**src/rtl/nibble_serial_subtractor_if.sv**
```systemverilog
// Operand/result handshake bundle for nibble_serial_subtractor.
// master drives operands and consumes results; slave is the subtractor.
interface nibble_serial_subtractor_if #(
    parameter int unsigned WIDTH = 16
) ();
    logic             in_valid;
    logic             in_ready;
    logic [WIDTH-1:0] a;
    logic [WIDTH-1:0] b;
    logic             bin;
    logic             out_valid;
    logic             out_ready;
    logic [WIDTH-1:0] d;
    logic             bout;
    logic             ovf;

    modport master (
        output in_valid, a, b, bin, out_ready,
        input  in_ready, out_valid, d, bout, ovf
    );

    modport slave (
        input  in_valid, a, b, bin, out_ready,
        output in_ready, out_valid, d, bout, ovf
    );
endinterface

```
**src/rtl/nibble_serial_subtractor.sv**
```systemverilog
// Sequential carry-select subtractor: d = a - b - bin, one 4-bit slice per cycle, LSB first.
// Define SUB_OVERFLOW_EN to compute the signed overflow flag; otherwise ovf is tied to 0.
module nibble_serial_subtractor #(
    parameter int unsigned WIDTH = 16
) (
    input logic                       clk,
    input logic                       rst_n,
    nibble_serial_subtractor_if.slave bus
);
    localparam int unsigned N  = WIDTH / 4;
    localparam int unsigned KW = (N > 1) ? $clog2(N) : 1;
    localparam logic [KW-1:0] KLast = KW'(N - 1);

    if ((WIDTH % 4) != 0 || WIDTH < 4) begin : g_width_check
        $error("nibble_serial_subtractor: WIDTH must be a multiple of 4 and >= 4");
    end

    typedef enum logic [1:0] {StIdle, StRun, StDone} state_e;

    state_e           state_q, state_d;
    logic [KW-1:0]    k_q, k_d;
    logic [WIDTH-1:0] a_q, a_d;
    logic [WIDTH-1:0] b_q, b_d;
    logic [WIDTH-1:0] d_q, d_d;
    logic             br_q, br_d;
    logic             bout_q, bout_d;

    logic [KW+1:0] base;
    logic [3:0]    a_k, b_k, sel;
    logic [4:0]    r0, r1;
    logic          brw;

    // Both borrow-in cases are formed in parallel; the registered borrow picks one.
    always_comb begin
        base = {k_q, 2'b00};
        a_k  = a_q[base +: 4];
        b_k  = b_q[base +: 4];
        r0   = {1'b0, a_k} + {1'b0, ~b_k} + 5'd1;
        r1   = {1'b0, a_k} + {1'b0, ~b_k};
        sel  = br_q ? r1[3:0] : r0[3:0];
        brw  = ~(br_q ? r1[4] : r0[4]);
    end

`ifdef SUB_OVERFLOW_EN
    logic ovf_q, ovf_d;
`endif

    always_comb begin
        state_d = state_q;
        k_d     = k_q;
        a_d     = a_q;
        b_d     = b_q;
        d_d     = d_q;
        br_d    = br_q;
        bout_d  = bout_q;
`ifdef SUB_OVERFLOW_EN
        ovf_d   = ovf_q;
`endif
        unique case (state_q)
            StIdle: begin
                if (bus.in_valid) begin
                    a_d     = bus.a;
                    b_d     = bus.b;
                    br_d    = bus.bin;
                    k_d     = '0;
                    state_d = StRun;
                end
            end
            StRun: begin
                d_d[base +: 4] = sel;
                br_d           = brw;
                if (k_q == KLast) begin
                    bout_d  = brw;
`ifdef SUB_OVERFLOW_EN
                    ovf_d   = (a_q[WIDTH-1] != b_q[WIDTH-1]) & (sel[3] != a_q[WIDTH-1]);
`endif
                    state_d = StDone;
                end else begin
                    k_d = k_q + 1'b1;
                end
            end
            StDone: begin
                if (bus.out_ready) begin
                    state_d = StIdle;
                end
            end
            default: state_d = StIdle;
        endcase
    end

    always_ff @(posedge clk or negedge rst_n) begin
        if (!rst_n) begin
            state_q <= StIdle;
            k_q     <= '0;
            a_q     <= '0;
            b_q     <= '0;
            d_q     <= '0;
            br_q    <= 1'b0;
            bout_q  <= 1'b0;
        end else begin
            state_q <= state_d;
            k_q     <= k_d;
            a_q     <= a_d;
            b_q     <= b_d;
            d_q     <= d_d;
            br_q    <= br_d;
            bout_q  <= bout_d;
        end
    end

`ifdef SUB_OVERFLOW_EN
    always_ff @(posedge clk or negedge rst_n) begin
        if (!rst_n) begin
            ovf_q <= 1'b0;
        end else begin
            ovf_q <= ovf_d;
        end
    end
    assign bus.ovf = ovf_q;
`else
    assign bus.ovf = 1'b0;
`endif

    assign bus.in_ready  = (state_q == StIdle);
    assign bus.out_valid = (state_q == StDone);
    assign bus.d         = d_q;
    assign bus.bout      = bout_q;
endmodule

```
**src/flat_wrapper.sv**
```systemverilog
// flat-port wrapper written by rule: the top's interface ports become plain ports
module nibble_serial_subtractor_flat 
#(
    parameter int unsigned WIDTH = 16
)
  (clk, rst_n, bus_in_valid, bus_a, bus_b, bus_bin, bus_out_ready, bus_in_ready, bus_out_valid, bus_d, bus_bout, bus_ovf);
  nibble_serial_subtractor_if #(.WIDTH(WIDTH)) bus_i ();
  input logic clk;
  input logic rst_n;
  input wire logic [$bits(bus_i.in_valid)-1:0] bus_in_valid;
  input wire logic [$bits(bus_i.a)-1:0] bus_a;
  input wire logic [$bits(bus_i.b)-1:0] bus_b;
  input wire logic [$bits(bus_i.bin)-1:0] bus_bin;
  input wire logic [$bits(bus_i.out_ready)-1:0] bus_out_ready;
  output wire logic [$bits(bus_i.in_ready)-1:0] bus_in_ready;
  output wire logic [$bits(bus_i.out_valid)-1:0] bus_out_valid;
  output wire logic [$bits(bus_i.d)-1:0] bus_d;
  output wire logic [$bits(bus_i.bout)-1:0] bus_bout;
  output wire logic [$bits(bus_i.ovf)-1:0] bus_ovf;
  assign bus_i.in_valid = bus_in_valid;
  assign bus_i.a = bus_a;
  assign bus_i.b = bus_b;
  assign bus_i.bin = bus_bin;
  assign bus_i.out_ready = bus_out_ready;
  assign bus_in_ready = bus_i.in_ready;
  assign bus_out_valid = bus_i.out_valid;
  assign bus_d = bus_i.d;
  assign bus_bout = bus_i.bout;
  assign bus_ovf = bus_i.ovf;
  nibble_serial_subtractor #(.WIDTH(WIDTH)) u_core (.clk(clk), .rst_n(rst_n), .bus(bus_i));
endmodule
```
**config.mk**
```make
export PLATFORM = sky130hd
export DESIGN_NAME = nibble_serial_subtractor_flat
export DESIGN_NICKNAME = d
export VERILOG_FILES = /design/src/rtl/nibble_serial_subtractor_if.sv /design/src/rtl/nibble_serial_subtractor.sv /design/src/flat_wrapper.sv
export SDC_FILE = /design/constraint.sdc
export NUM_CORES = 1
export LEC_CHECK = 0
export ABC_AREA = 1
export BUFFER_PORTS_ARGS = -buffer_cell sky130_fd_sc_hd__buf_2
export CAP_MARGIN = 20
export CORE_AREA = 4 4 99 91
export CTS_CLUSTER_SIZE = 24
export DETAILED_ROUTE_END_ITERATION = 8
export DIE_AREA = 0 0 103 95
export RECOVER_POWER = 25
export REMOVE_ABC_BUFFERS = 1
export SLEW_MARGIN = 20
export SYNTH_ARGS = -nofsm -noshare
export SYNTH_HDL_FRONTEND = slang
export SYNTH_SLANG_ARGS = --single-unit
```
**constraint.sdc**
```tcl
create_clock -name clk -period 5.9 [get_ports clk]
set_clock_uncertainty 0.05 [all_clocks]
set_input_delay 1.18 -clock clk [delete_from_list [all_inputs] [get_ports clk]]
set_output_delay 1.18 -clock clk [all_outputs]
set_load 0.01 [all_outputs]
```
; Word-level counts from Yosys, hierarchy flattened
; Cells that the tools add are included.
[totals]
ff_bits = 54
out_inout_bits = 20
[op_classes]
n_reduce_logical = 7
shifts = 4
n_bitwise = 2
n_eq_ne = 7
n_addsub = 4
n_mux = 12
[op_table]
columns = operator, count
row1 = $shiftx 16x5->4, 2
row2 = $bwmux 16, 1
row3 = $shift 4x6->16 const A, 1
row4 = $shiftx 4x6->16, 1
row5 = $mux 2, 5
row6 = $ne 2x2->1 const B, 3
row7 = $neg 4->6, 1
row8 = $pmux 2 s3, 1
row9 = $reduce_and 2->1, 3
row10 = $reduce_and 3->1, 2
row11 = $add 4x4->5, 1
row12 = $add 5x1->5 const B, 1
row13 = $eq 2x2->1 const B, 2
row14 = $mux 4, 1
row15 = $not 4->4, 1
row16 = $pmux 2 s2, 1
row17 = $add 2x1->2 const B, 1
row18 = $eq 2x1->1 const B, 1
row19 = $logic_not 2->1, 1
row20 = $mux 1, 2
row21 = $ne 2x1->1 const B, 1
row22 = $pmux 1 s2, 1
row23 = $reduce_bool 2->1, 1
row24 = $not 1->1, 1

; Logic depth before layout (Yosys ltp)
[depth]
depth_word = 7
mapped_depth = 15
ltp_nobuf = 14

; Least setup slack after synthesis
; OpenSTA, ideal clock, no wires.
[synth_timing]
path_type = register to register
startpoint = reg u_core.k_q[0]
endpoint = reg u_core.d_q[9] (netlist: u_core.bus.d[9])
path_stages_with_launch = 12
setup_slack_ns = 3.438
required_time_ns = 5.755
setup_time_ns = 0.095
arrival_ns = 2.316
path_buffers = 1
period_less_slack_ns = 2.462
path_cell_list = dfrtp_1 inv_1 clkbuf_1 o21ai_0 o22ai_1 ha_1 fa_1 ha_1 nand2_1 nand2_1 inv_1 o31ai_1
[synth_via]
elab_chain_len = 7
[synth_lines]
columns = element, line
row1 = "start, declared", nibble_serial_subtractor.sv:21  ; logic [KW-1:0] k_q, k_d;
row2 = "start signal, assigned", nibble_serial_subtractor.sv:102  ; k_q <= k_d;
row3 = $shiftx 16x5->4, nibble_serial_subtractor.sv:37  ; b_k = b_q[base +: 4];
row4 = $not 4->4, "nibble_serial_subtractor.sv:38, nibble_serial_subtractor.sv:39"
row5 = $add 4x4->5, "nibble_serial_subtractor.sv:38, nibble_serial_subtractor.sv:39"
row6 = $add 5x1->5, nibble_serial_subtractor.sv:38  ; r0 = {1'b0, a_k} + {1'b0, ~b_k} + 5'd1;
row7 = $mux 4, nibble_serial_subtractor.sv:40  ; sel = br_q ? r1[3:0] : r0[3:0];
row8 = $shiftx 4x6->16, nibble_serial_subtractor.sv:70  ; d_d[base +: 4] = sel;
row9 = $bwmux 16 *, nibble_serial_subtractor.sv:70
row10 = "end signal, assigned", nibble_serial_subtractor.sv:97  ; d_q <= '0;
row11 = "end signal, assigned", nibble_serial_subtractor.sv:105  ; d_q <= d_d;
row12 = "end, declared", nibble_serial_subtractor.sv:24  ; logic [WIDTH-1:0] d_q, d_d;
; Mark *: on every way between the ends. The rest lies on a longest branch, timed or not.
; A chain may end at the register's enable or synchronous reset.

==> impl_metrics.env <==
export IMPL_status="finished with violations"
export IMPL_violations="capacitance limit, slew limit"
export IMPL_hold_worst_slack_ns=0.437
export IMPL_setup_viol=0
export IMPL_firstDrtPassIters=4
export IMPL_hold_buffers=0
export IMPL_dp_slack_ns=2.51
export IMPL_fin_ws_ns=2.26
export IMPL_slew_headroom_pct=-96.5
export IMPL_hold_viol=0
export IMPL_core_mm2=0.00799
export IMPL_port_buffers=55
export IMPL_grt_usage_pct=13.7
export IMPL_cts_buffer_depth=2
export IMPL_grt_ovfl_total=0
export IMPL_grt_max_degree=55
export IMPL_path_clk_slew_ns=0.10
export IMPL_cp_slowest_stage_delay_ns=2.07
export IMPL_critPathCapture="u_core.a_q[5]"
export IMPL_cp_max_fo=54
export IMPL_clk_latency_ns=0.31
export IMPL_cts_buffers=5
export IMPL_nNetsFinal=440
export IMPL_cts_tree="built"
export IMPL_tns_ns=0
export IMPL_io_pins=57
export IMPL_vdd_drop_max_mv=0.210
export IMPL_num_vias=2357
export IMPL_crit_required_ns=5.64
export IMPL_die_h_um=95
export IMPL_cts_setup_buffers=0
export IMPL_totalWireLength_um=6340
export IMPL_synthCells=341
export IMPL_maxCapViolations=1
export IMPL_drcViolationCount=0
export IMPL_cp_cell_sequence="buf_2, clkbuf_1"
export IMPL_start_util_pct=34.3
export IMPL_regToRegEndpoint="u_core.bus.d[15]"
export IMPL_placement_rows=31
export IMPL_cpLargestDelayFamily="buffers and inverters"
export IMPL_worstRegToRegCells=14
export IMPL_cpMaxStageDelayCell="clkbuf_1"
export IMPL_grt_pass1_vias=2209
export IMPL_cp_depth=2
export IMPL_startpoint="rst_n"
export IMPL_gp_congestion=0.896
export IMPL_die_width_um=103
export IMPL_yosysUniqueCellTypes=27
export IMPL_r2r_start="u_core.k_q[0]"
export IMPL_hold_path_class="flip-flop to flip-flop"
export IMPL_grt_pass1_wl_um=10600
export IMPL_drive_gt1_share_pct=21.4
export IMPL_post_route_min_period_ns=3.64
export IMPL_fmax_mhz=275
export IMPL_rsz0062_at_grt="no"
export IMPL_dpl_hpwl_um=4450
export IMPL_post_route_period_util_pct=61.6
export IMPL_p_leak_uw=0.00171
export IMPL_worstMarginPinSlew_ns=2.95
export IMPL_yosys_warnings=0
export IMPL_r2r_slack_ns=2.46
export IMPL_mostFrequentLayoutCell="nand2_1"
export IMPL_power_density_mw_per_mm2=654
export IMPL_wl_per_cell_um=12.9
export IMPL_critPathKind="input pin to async pin"
export IMPL_antenna_left=0
export IMPL_start_kind="input pin"
export IMPL_layout_common_cells="133 x nand2_1, 55 x buf_2, 54 x dfrtp_1, 28 x o21ai_0, 19 x inv_1"
export IMPL_ys_ff_latch=54
export IMPL_dieArea_mm2=0.00979
export IMPL_cts_num_sinks=54
export IMPL_via_per_inst=4.80
export IMPL_crit_path_end_kind="async pin"
export IMPL_cts_resized=0
export IMPL_yosysSeqAreaShare_pct=49.3
export IMPL_n_antenna_cell=0
export IMPL_crit_arrival_ns=3.38
export IMPL_syn_area_mm2=0.00274
export IMPL_critPathBufInv=2
export IMPL_drt_first_iter_violations=100
export IMPL_syn_to_final_growth_pct=16.3
export IMPL_slew_violations=55
export IMPL_syn_avg_cell_area_um2=8.04
export IMPL_antenna_found_initial=0
export IMPL_root_buffer="clkbuf_8"
export IMPL_h_tree_depth=2
-- how the worst min path moves through the flow --
stage,depth (start not counted),end,startpoint,slack (ns)
finish,2,u_core.a_q[4],u_core.a_q[4],0.44
global route,2,u_core.b_q[2],u_core.b_q[2],0.47
CTS,2,u_core.a_q[4],u_core.a_q[4],0.44
detailed placement,2,u_core.a_q[4],u_core.a_q[4],0.41
global placement,2,u_core.a_q[8],u_core.a_q[8],0.41
floorplan,2,u_core.a_q[10],u_core.a_q[10],0.39
-- logic make-up after synthesis --
kind of cell	after synthesis	synth area share [%]
and+or+nand+nor	179	26.7
AOI/OAI and AO/OA	55	11.6
DFF	54	49.3
buffers and inverters	39	6.20
adders and majority gates	12	5.75
xor gates and xnor gates	1	0.319
other	1	0.137
-- state kept, by name, indices dropped and copies added, names as in the netlist --
register / flops
u_core.a_q: 16
u_core.b_q: 16
u_core.br_q: 1
u_core.bus.bout: 1
u_core.bus.d: 16
u_core.k_q: 2
u_core.state_q: 2
-- report_power, final --
group / internal [µW] / leakage, µW / switching [µW]
clock: 129 / 0.0000587 / 134
combinational: 413 / 0.000964 / 756
sequential: 535 / 0.000691 / 120
total: 1080 / 0.00171 / 1010
-- per-layer routing --
layer / part of all wire, % / GRT usage, % / up-vias
li1: - / - / 1189
met3: 6.7 / 2.95 / 2
met1: 49 / 20.9 / 1094
met2: 44 / 20.2 / 72
met4: 0.24 / 2.27 / 0
met5: 0 / 0 / -
-- stage by stage --
| stage | instances | instance area [µm²] | utilization [%] | power (µW) |
|---|---|---|---|---|
| 2_1_floorplan | 328 | 2670 | - | 1500 |
| 3_3_place_gp | 483 | 3080 | 38.5 | 1800 |
| 3_5_place_dp | 483 | 3080 | 38.5 | 1830 |
| 4_1_cts | 491 | 3190 | 40.0 | 2100 |
| 5_1_grt | 491 | 3190 | 39.9 | 2310 |
| 6_report | 491 | 3190 | 39.9 | 2090 |
-- synth_stat cells, drive strengths merged --
cell	number	area share (%)
buf	11	2.4
conb	1	0.14
o21ai	34	6.3
nor2	19	3.1
clkbuf	2	0.27
a21oi	9	1.8
o31ai	4	1.1
or2	1	0.23
nand4	1	0.23
dfrtp	54	49
fa	1	0.73
inv	26	3.6
o22ai	4	0.91
nand2	139	20
a32o	4	1.5
nand3	18	3.5
nor3	1	0.18
xnor2	1	0.32
ha	11	5.0
-- final cells by class --
class,count,area [µm²]
Clock buffer,5,68.8
Clock inverter,3,47.5
Fill cell,833,4800
Inverter,26,97.6
Multi-Input combinational cell,248,1220
Sequential cell,54,1350
Tap cell,99,124
Timing Repair Buffer,56,279
Note: power is estimated with default switching activity, not from simulation.
